$ cat src/rtl/afpm_host_driver.sv
// Host-side driver for the byte-serial logarithmic FP16 multiplier.
// Serializes an operand pair low byte first onto ui_in/uio_in. After a fixed
// response latency it collects the two result bytes from uo_out. It also
// sequences the multiplier's rst_n and ena after the driver leaves reset.
//
// state    | meaning
// ---------+----------------------------------------------------------
// RST_HOLD | multiplier held in reset for RST_CYC cycles
// IDLE     | s_ready high, waiting for an operand pair
// SEND_LO  | next edge drives A[7:0]/B[7:0] onto the pins
// SEND_HI  | next edge drives A[15:8]/B[15:8] onto the pins
// WAIT     | pins idle, response latency counted down
// CAP_LO   | uo_out captured into result[7:0] at end of cycle
// CAP_HI   | uo_out captured into result[15:8] at end of cycle
// DONE     | result presented, waiting for m_ready
module afpm_host_driver #(
  parameter int RESP_LAT = 3,
  parameter int RST_CYC  = 2
) (
  input  logic        clk,
  input  logic        rst,
  input  logic        s_valid,
  output logic        s_ready,
  input  logic [15:0] s_a,
  input  logic [15:0] s_b,
  output logic        m_valid,
  input  logic        m_ready,
  output logic [15:0] m_result,
  output logic [7:0]  dut_ui,
  output logic [7:0]  dut_uio,
  input  logic [7:0]  dut_uo,
  output logic        dut_ena,
  output logic        dut_rst_n,
  output logic [7:0]  txn_count
);

  typedef enum logic [2:0] {
    RST_HOLD,
    IDLE,
    SEND_LO,
    SEND_HI,
    WAIT,
    CAP_LO,
    CAP_HI,
    DONE
  } state_t;

  localparam logic [7:0] HOLD_LAST = 8'(RST_CYC - 1);
  localparam logic [7:0] WAIT_LOAD = 8'(RESP_LAT - 1);

  state_t      r_state;
  logic [7:0]  r_hold_cnt;
  logic [7:0]  r_wait_cnt;
  logic [15:0] r_a;
  logic [15:0] r_b;
  logic [7:0]  r_ui;
  logic [7:0]  r_uio;
  logic [15:0] r_result;
  logic        r_m_valid;
  logic        r_s_ready;
  logic        r_rst_n;
  logic        r_ena;
  logic [7:0]  r_txn_count;

  state_t      w_state_nxt;
  logic [7:0]  w_hold_cnt_nxt;
  logic [7:0]  w_wait_cnt_nxt;
  logic [15:0] w_a_nxt;
  logic [15:0] w_b_nxt;
  logic [7:0]  w_ui_nxt;
  logic [7:0]  w_uio_nxt;
  logic [15:0] w_result_nxt;
  logic        w_m_valid_nxt;
  logic        w_s_ready_nxt;
  logic        w_rst_n_nxt;
  logic        w_ena_nxt;
  logic [7:0]  w_txn_count_nxt;

  // State and sequencing counters
  always_ff @(posedge clk or posedge rst) begin
    if (rst) begin
      r_state    <= RST_HOLD;
      r_hold_cnt <= 8'd0;
      r_wait_cnt <= 8'd0;
      r_a        <= 16'd0;
      r_b        <= 16'd0;
    end else begin
      r_state    <= w_state_nxt;
      r_hold_cnt <= w_hold_cnt_nxt;
      r_wait_cnt <= w_wait_cnt_nxt;
      r_a        <= w_a_nxt;
      r_b        <= w_b_nxt;
    end
  end

  // Registered outputs; every port comes straight from a flop
  always_ff @(posedge clk or posedge rst) begin
    if (rst) begin
      r_ui        <= 8'd0;
      r_uio       <= 8'd0;
      r_result    <= 16'd0;
      r_m_valid   <= 1'b0;
      r_s_ready   <= 1'b0;
      r_rst_n     <= 1'b0;
      r_ena       <= 1'b0;
      r_txn_count <= 8'd0;
    end else begin
      r_ui        <= w_ui_nxt;
      r_uio       <= w_uio_nxt;
      r_result    <= w_result_nxt;
      r_m_valid   <= w_m_valid_nxt;
      r_s_ready   <= w_s_ready_nxt;
      r_rst_n     <= w_rst_n_nxt;
      r_ena       <= w_ena_nxt;
      r_txn_count <= w_txn_count_nxt;
    end
  end

  // Next-state and next-output decode
  always_comb begin
    w_state_nxt     = r_state;
    w_hold_cnt_nxt  = r_hold_cnt;
    w_wait_cnt_nxt  = r_wait_cnt;
    w_a_nxt         = r_a;
    w_b_nxt         = r_b;
    w_ui_nxt        = r_ui;
    w_uio_nxt       = r_uio;
    w_result_nxt    = r_result;
    w_m_valid_nxt   = r_m_valid;
    w_s_ready_nxt   = r_s_ready;
    w_rst_n_nxt     = r_rst_n;
    w_ena_nxt       = r_ena;
    w_txn_count_nxt = r_txn_count;

    unique case (r_state)
      RST_HOLD: begin
        if (r_hold_cnt == HOLD_LAST) begin
          w_hold_cnt_nxt = 8'd0;
          w_rst_n_nxt    = 1'b1;
          w_ena_nxt      = 1'b1;
          w_state_nxt    = IDLE;
        end else begin
          w_hold_cnt_nxt = r_hold_cnt + 8'd1;
        end
      end
      IDLE: begin
        w_ui_nxt  = 8'd0;
        w_uio_nxt = 8'd0;
        // s_ready comes up one cycle after entry from RST_HOLD, so the
        // multiplier sees at least one enabled idle cycle before data.
        if (s_valid && r_s_ready) begin
          w_a_nxt       = s_a;
          w_b_nxt       = s_b;
          w_s_ready_nxt = 1'b0;
          w_state_nxt   = SEND_LO;
        end else begin
          w_s_ready_nxt = 1'b1;
        end
      end
      SEND_LO: begin
        w_ui_nxt    = r_a[7:0];
        w_uio_nxt   = r_b[7:0];
        w_state_nxt = SEND_HI;
      end
      SEND_HI: begin
        w_ui_nxt       = r_a[15:8];
        w_uio_nxt      = r_b[15:8];
        w_wait_cnt_nxt = WAIT_LOAD;
        w_state_nxt    = WAIT;
      end
      WAIT: begin
        w_ui_nxt  = 8'd0;
        w_uio_nxt = 8'd0;
        if (r_wait_cnt == 8'd0) begin
          w_state_nxt = CAP_LO;
        end else begin
          w_wait_cnt_nxt = r_wait_cnt - 8'd1;
        end
      end
      CAP_LO: begin
        w_result_nxt[7:0] = dut_uo;
        w_state_nxt       = CAP_HI;
      end
      CAP_HI: begin
        w_result_nxt[15:8] = dut_uo;
        w_m_valid_nxt      = 1'b1;
        w_state_nxt        = DONE;
      end
      DONE: begin
        // Going straight to s_ready=1 here lets the next accept land one
        // edge after the result handshake.
        if (r_m_valid && m_ready) begin
          w_m_valid_nxt   = 1'b0;
          w_s_ready_nxt   = 1'b1;
          w_txn_count_nxt = r_txn_count + 8'd1;
          w_state_nxt     = IDLE;
        end
      end
      default: begin
        w_state_nxt = RST_HOLD;
      end
    endcase
  end

  assign s_ready   = r_s_ready;
  assign m_valid   = r_m_valid;
  assign m_result  = r_result;
  assign dut_ui    = r_ui;
  assign dut_uio   = r_uio;
  assign dut_ena   = r_ena;
  assign dut_rst_n = r_rst_n;
  assign txn_count = r_txn_count;

endmodule

$ cat config.mk
export PLATFORM = sky130hd
export DESIGN_NAME = afpm_host_driver
export DESIGN_NICKNAME = d
export VERILOG_FILES = /design/src/rtl/afpm_host_driver.sv
export SDC_FILE = /design/constraint.sdc
export NUM_CORES = 1
export LEC_CHECK = 0
export ABC_AREA = 1
export BUFFER_PORTS_ARGS = -buffer_cell sky130_fd_sc_hd__buf_2
export CORE_ASPECT_RATIO = 2
export CORE_MARGIN = 1
export CORE_UTILIZATION = 45
export DETAILED_ROUTE_END_ITERATION = 12
export MAX_ROUTING_LAYER = met4
export PLACE_DENSITY = 0.68
export SKIP_LAST_GASP = 1
export SLEW_MARGIN = 20
export SYNTH_ARGS = -nofsm -noshare
export SYNTH_HDL_FRONTEND = slang
export SYNTH_SLANG_ARGS = --single-unit
$ cat constraint.sdc
create_clock -name clk -period 4.4 [get_ports clk]
set_input_delay 0.44 -clock clk [delete_from_list [all_inputs] [get_ports clk]]
set_output_delay 0.44 -clock clk [all_outputs]
set_load 0.1 [all_outputs]
==> impl_metrics.yaml, run 1 <==
worst_setup_path:
  worstPathRequired_ns: 4.64
  slowest_delay_ns: 0.54
  crit_chain: "inv_2 -> nand2_1 -> nand2_2 -> nor2_4 -> inv_2 -> nor2_1 -> nor2_1"
  startpoint_type: "flop"
  crit_family: "simple AND/OR/NAND/NOR gates"
  critPathKind: "flop to flop"
  critPathSlowestCell: "dfrtp_1"
  worstPathMaxFanout: 16
  critPathBufInv: 2
  critPathCaptureType: "flop"
  critPathArrivalTime_ns: 2.34
  crit_path_start: "r_state[2]"
  r2r_start: "r_state[2]"
route:
  drt-total-wl_mm: 9.63
  dr.pass1.iters: 7
  drc_errors: 0
  final_antenna_net_count: 0
  drt_iter0_markers: 183
  viasPerCell: 4.96
  wl_per_cell_um: 13.3
  vias: 3594
synthesis:
  synth_seq_cells: 94
  postSynthCellCount: 533
  synth.largest_area_cell: "dfrtp_1"
  synthTopCellsByArea: "dfrtp_1, nand2_1, o21ai_0, inv_1, nor2_1"
  synth_cell_types: 29
  async_reset_ff_share_pct: 100
  ys.flop_type: "dfrtp_1"
  synthDominantCellAreaShare_pct: 54.6
  synth_edf_count: 0
  syn_nets: 582
  synth_warnings: 0
  syn_area_um2: 4310
  synth_common_cells: "nand2_1, dfrtp_1, inv_1"
  syn_avg_cell_area_um2: 8.08
  yosys.cell_count.top_type: "nand2_1"
  yosysSeqAreaShare_pct: 54.6
floorplanning:
  die_h_um: 140
  rows: 50
  die_w_um: 71.2
  core_um2: 9320
  io_pins: 88
  start_util_pct: 46.2
  die-area_um2: 9990
timing:
  layout_min_cycle_time_ns: 2.10
  worstMarginPinSlew_ns: 0.921
  finalSetupTns_ns: 0
  grt_setup_unrepaired: "false"
  slew_viol_final: 0
  skew_ns: 0.00844
  fmax_ghz: 0.476
  period_share_pct: 47.8
  hold_ws_ns: 0.259
  hold_viol: 0
  max-slew-margin-rel_pct: 38.5
  setup_viol: 0
global_routing:
  grt_antenna_before_repair: 0
  track_usage_pct: 21.6
  grt.overflow.total: 0
  grt_pass1_vias: 3489
  grt_first_pass_wirelength_mm: 16.3
  grt_max_degree: 55
finish:
  final_cell_area_um2: 5130
  diodes: 0
  nets: 665
  finish.utilization_pct: 55.0
  drive_above_1_share_pct: 19.6
  register_area_um2: 2350
  fillers: 878
  area_growth_pct: 19.2
  multi_input_area_um2: 1690
job:
  max-cap-violations: 0
clocking:
  cts_tree: "done"
  clock_latency_ns: 0.35
  numClockSinks: 94
  clkTransAtPathRegs_ns: 0.06
  cts_setup_buffers: 0
  cts_root_buf: "clkbuf_16"
  cts_made_buffers: 9
  htreeDepth: 3
  hold_buffers: 0
  clock_tree.buffer_depth: 2
  cts_resized: 0
place:
  gp_congestion: 0.864
  place_hpwl_mm: 6.96
  place_area_um2: 4780
  numPortBuffers: 87
worst_hold_path:
  hp-class: "primary input to asynchronous set/reset pin"
run_status:
  outcome: "complete, no violations"
## area by class of cell
type,instances,area share [%]
sequential,94,45.9
multi-input combinational,380,33.0
timing repair buffer,89,8.78
clock buffer,9,4.39
inverter,42,3.10
tap,104,2.54
clock inverter,7,2.34
## per-layer routing
layer / up-vias / wire length (µm) / global-route usage [%]
met5: - / 0 / -
met2: 61 / 5320 / 35.5
met4: 0 / 274 / 10.5
li1: 1816 / - / -
met1: 1698 / 3800 / 24.9
met3: 19 / 225 / 4.17
## layout by cell type, fill, tap and decap left out, types with 2 or more instances in the layout
cell       synthesis  routed
o21ai_0           31      31
a21oi_1            2       2
clkinv_2           0       2
bufinv_16          0       3
buf_2              6      87
nand2_2            3       3
nor3_1             3       3
inv_1             36      35
xnor2_1            3       3
inv_2              6       6
nand3_1           26      26
nand2_1          244     244
ha_1               5       5
nand4_1            8       8
nor2_4             2       2
xor2_1             8       8
buf_4              8       2
clkbuf_16          0       9
nor2_1            35      35
dfrtp_1           94      94
## path summary, 6_finish.rpt
path,to,slack [ns],cells past startpoint
min in group clk,r_b[9],0.29,3
worst max-delay path,dut_uio[7],2.30,7
worst max register to register,dut_uio[7],2.30,7
worst min register to register,r_b[9],0.47,2
worst min-delay path,r_wait_cnt[3],0.26,2
max in group asynchronous,m_result[15],3.09,3
## cells by family (layout without fill, tap and decap cells)
kind of cell             after synthesis  in the layout  synth area share [%]
XOR/XNOR                              11             11                  2.24
flip-flops                            94             94                  54.6
adder cells (fa/ha/maj)                5              5                  1.45
AND/OR/NAND/NOR                      326            326                  30.7
buffers and inverters                 59            147                  6.19
AO/OA/AOI/OAI                         37             37                  4.48
multiplexers                           1              1                 0.262
## flip-flops by register name, indices dropped and copies added, names as in the netlist
register and count:
r_a 16, m_valid 1, r_b 16, r_wait_cnt 8
dut_ena 1, m_result 16, txn_count 8, r_state 3
s_ready 1, r_hold_cnt 8, dut_uio 8, dut_ui 8
## metrics by stage
step                setup slack [ns]  cells
floorplan                       1.51    533
global placement                2.46    709
detailed placement              2.35    709
CTS                             2.29    725
global route                    2.12    725
finish                          2.30    725
Power of run 1 is left out: the tool's default activity adds up to more than one toggle a clock period on the data nets, which glitch-free logic cannot reach.
==> inputs of run 2 (changes only) <==
clock period = 2.1 ns   (was 4.4 ns; I/O delays follow)
==> impl_metrics.yaml, run 2 (synthesized netlist as in run 1, its figures left out) <==
run_status:
  outcome: "finished with violations"
  violations: "design-rule violations"
route:
  viasPerCell: 4.97
  drt_iter0_markers: 235
  vias: 3634
  final_antenna_net_count: 0
  dr.pass1.iters: 8
  wl_per_cell_um: 12.9
  drc_errors: 2
  drt-total-wl_mm: 9.46
global_routing:
  busiest_layer: "met2"
  grt.overflow.total: 0
  grt_antenna_before_repair: 0
  gr-usage-met3_pct: 2.81
  use_met1_pct: 23.4
  grt_max_degree: 38
  grt_first_pass_wirelength_mm: 16.0
  grt_use_met2_pct: 36.9
  grt_pass1_vias: 3482
  track_usage_pct: 21.2
finish:
  nets: 671
  diodes: 0
  final_cell_area_um2: 5180
  area_growth_pct: 20.2
  register_area_um2: 2350
  multi_input_area_um2: 1690
  final_common_cell: "nand2_1"
  mostFrequentLayoutCells: "nand2_1, dfrtp_1, buf_2"
  drive_above_1_share_pct: 19.9
  fillers: 870
timing:
  hold_viol: 0
  finalSetupTns_ns: 0
  layout_min_cycle_time_ns: 1.83
  grt_setup_unrepaired: "false"
  setup_ws_ns: 0.275
  skew_ns: 0.00500
  slew_viol_final: 0
  hold_ws_ns: 0.0694
  fmax_ghz: 0.548
  worstMarginPinSlew_ns: 0.609
  setup_viol: 0
  period_share_pct: 86.9
  max-slew-margin-rel_pct: 59.3
floorplanning:
  die_w_um: 71.2
  die_h_um: 140
  core_um2: 9320
  start_util_pct: 46.2
  rows: 50
  io_pins: 88
  die-area_um2: 9990
clocking:
  cts_setup_buffers: 0
  clock_latency_ns: 0.33
  clock_tree.buffer_depth: 2
  htreeDepth: 3
  cts_root_buf: "clkbuf_16"
  clkTransAtPathRegs_ns: 0.06
  cts_made_buffers: 9
  cts_tree: "done"
  numClockSinks: 94
  cts_resized: 0
worst_setup_path:
  critPathArrivalTime_ns: 2.05
  critPathSlowestCell: "dfrtp_1"
  critPathKind: "flop to flop"
  crit_chain: "nor2_2 -> nand2_2 -> nand2_2 -> nor2_4 -> inv_2 -> nor2_1 -> nor2_1"
  worstPathMaxFanout: 16
  critPathCaptureType: "flop"
  startpoint_type: "flop"
  critPathBufInv: 1
  slowest_delay_ns: 0.51
  crit_family: "simple AND/OR/NAND/NOR gates"
  worstPathRequired_ns: 2.33
worst_hold_path:
  hp-class: "primary input to flop"
place:
  gp_congestion: 0.858
  numPortBuffers: 87
  pre_cts_slack_ns: 0.292
  place_hpwl_mm: 7.17
  place_area_um2: 4850
job:
  max-cap-violations: 0
run 2: cell types whose count changed in the layout (fill, tap and decap cells not counted):
cell / previous run / this run
inv_6: 1 / 0
buf_4: 2 / 5
buf_12: 0 / 2
dlygate4sd3_1: 0 / 1
bufinv_16: 3 / 2
clkbuf_1: 0 / 2
clkbuf_8: 0 / 1
clkinv_4: 1 / 0
run 2: final timing paths:
kind                                     from       endpoint  slack [ns]  cells after the start
worst max-delay path               r_state[0]     dut_uio[7]        0.27                      7
worst min-delay path                  s_b[10]        r_b[10]        0.07                      3
worst max register to register     r_state[0]     dut_uio[7]        0.27                      7
worst min register to register  r_hold_cnt[7]  r_hold_cnt[7]        0.47                      1
max in group asynchronous                 rst         r_a[7]        1.05                      4
min in group asynchronous                 rst   txn_count[1]        0.51                      3
run 2: through the flow:
stage          utilization, %  std cells
2_1_floorplan               -        533
3_3_place_gp             52.0        714
3_5_place_dp             52.0        714
4_1_cts                  55.5        731
5_1_grt                  55.5        731
6_report                 55.5        731
run 2: worst min-delay path: stages:
cell	delay, ns
buf_2	0.07
nand2_1	0.04
nand2_1	0.05
run 2: cell type report:
type	instances	area share (%)
clock buffer	12	4.76
inverter	42	3.12
tap	104	2.51
timing repair buffer	95	10.1
multi-input combinational	380	32.7
sequential	94	45.4
clock inverter	4	1.35
run 2: routing by layer:
layer | routed length (µm) | part of all wire, %
met1 | 3800 | 40
met2 | 5120 | 54
met3 | 245 | 2.6
met4 | 293 | 3.1
met5 | 0 | 0
run 2: what timing repair did:
item                       4_1_cts  5_1_grt
setup endpoints to repair        0        0
hold endpoints to repair        21        0
hold buffers                     1        0
Power of run 2 is left out for the same reason.
==> inputs of run 3 (changes only) <==
CORE_UTILIZATION = 52   (was 45)
PLACE_DENSITY = 0.76   (was 0.68)
==> impl_metrics.yaml, run 3 (synthesized netlist as in run 1, its figures left out) <==
run_status:
  outcome: "complete, no violations"
floorplanning:
  core_um2: 8000
  die_w_um: 66.3
  rows: 46
  start_util_pct: 53.8
  die-area_um2: 8670
  die_h_um: 131
  io_pins: 88
route:
  vias: 3649
  drt_iter0_markers: 224
  drc_errors: 0
  dr.pass1.iters: 4
  drt-total-wl_mm: 9.32
  viasPerCell: 5.08
  wl_per_cell_um: 13.0
  final_antenna_net_count: 0
timing:
  max-slew-margin-rel_pct: 54.2
  skew_ns: 0.00317
  finalSetupTns_ns: 0
  period_share_pct: 87.8
  hold_ws_ns: 0.0640
  hold_viol: 0
  setup_viol: 0
  fmax_ghz: 0.543
  layout_min_cycle_time_ns: 1.84
  slew_viol_final: 0
  worstMarginPinSlew_ns: 0.686
  grt_setup_unrepaired: "false"
job:
  max-cap-violations: 0
worst_setup_path:
  critPathSlowestCell: "dfrtp_1"
  critPathArrivalTime_ns: 2.07
  crit_chain: "nor2_2 -> nand2_2 -> nand2_2 -> nor2_4 -> inv_2 -> nand2_1 -> nand2_1"
  startpoint_type: "flop"
  ff2ff_setup_slack_ns: 0.26
  critPathKind: "flop to flop"
  timing.rr.end: "dut_ui[5]"
  crit_family: "simple AND/OR/NAND/NOR gates"
  r2r_start: "r_state[0]"
  cp.depth: 7
  critPathCaptureType: "flop"
  critPathBufInv: 1
  ff2ff_path_depth: 7
  worstPathRequired_ns: 2.33
  slowest_delay_ns: 0.51
  worstPathMaxFanout: 17
finish:
  multi_input_area_um2: 1690
  register_area_um2: 2350
  area_growth_pct: 18.9
  fillers: 687
  drive_above_1_share_pct: 19.6
  stdcell_count: 719
  nets: 670
  diodes: 0
  final_common_cell: "nand2_1"
  mostFrequentLayoutCells: "nand2_1, dfrtp_1, buf_2"
global_routing:
  grt_max_degree: 35
  grt_antenna_before_repair: 0
  grt_pass1_vias: 3540
  grt.overflow.total: 0
  grt_first_pass_wirelength_mm: 15.4
  track_usage_pct: 24.6
clocking:
  htreeDepth: 3
  clock_tree.buffer_depth: 2
  hold_buffers: 1
  cts_setup_buffers: 0
  clock_latency_ns: 0.34
  cts_resized: 0
  clkTransAtPathRegs_ns: 0.06
  numClockSinks: 94
  cts_root_buf: "clkbuf_16"
  cts_made_buffers: 9
  cts_tree: "done"
place:
  gp_congestion: 0.914
  place_inst: 705
  numPortBuffers: 87
  place_hpwl_mm: 6.98
worst_hold_path:
  holdPathStages: 3
  hp-class: "primary input to flop"
  min_to: "r_b[15]"
  hold_path.startpoint: "s_b[15]"
## run 3: changes by cell type in the layout (fill, tap and decap cells not counted)
cell	delta
clkinv_2	-1
buf_4	-1
bufinv_16	-1
clkbuf_1	-1
## run 3: per-stage QoR
step	utilization, %	instance area [µm²]	setup slack [ns]
final	64.0	5120	0.257
after global routing	64.0	5120	0.112
after CTS	64.0	5120	0.263
after detailed placement	60.4	4830	0.275
after global placement	60.4	4830	0.361
after floorplan	-	4310	0.219
## run 3: tightest hold or removal path, stage by stage
cell	delay [ns]
buf_2	0.07
nand2_1	0.04
nand2_1	0.05
## run 3: how the worst max path moves through the flow
stage / start / to / slack (ns)
floorplan: m_valid / txn_count[1] / 0.22
global placement: r_state[0] / dut_uio[7] / 0.36
detailed placement: r_state[0] / dut_uio[7] / 0.28
CTS: r_state[0] / dut_ui[5] / 0.26
global route: r_state[0] / dut_ui[4] / 0.11
finish: r_state[0] / dut_ui[5] / 0.26
## run 3: layout make-up
type	instances	area share (%)
Clock buffer	11	4.74
Clock inverter	2	0.684
Inverter	42	3.15
Multi-Input combinational cell	380	33.1
Sequential cell	94	45.9
Tap cell	96	2.35
Timing Repair Buffer	94	10.1
## run 3: metal layers
layer / GRT usage (%) / wire (µm) / vias up
met3: 3.99 / 280 / 24
li1: - / - / 1821
met5: - / 0 / -
met4: 11.4 / 272 / 0
met2: 45.0 / 5280 / 96
met1: 24.8 / 3490 / 1708
Power of run 3 is left out for the same reason.
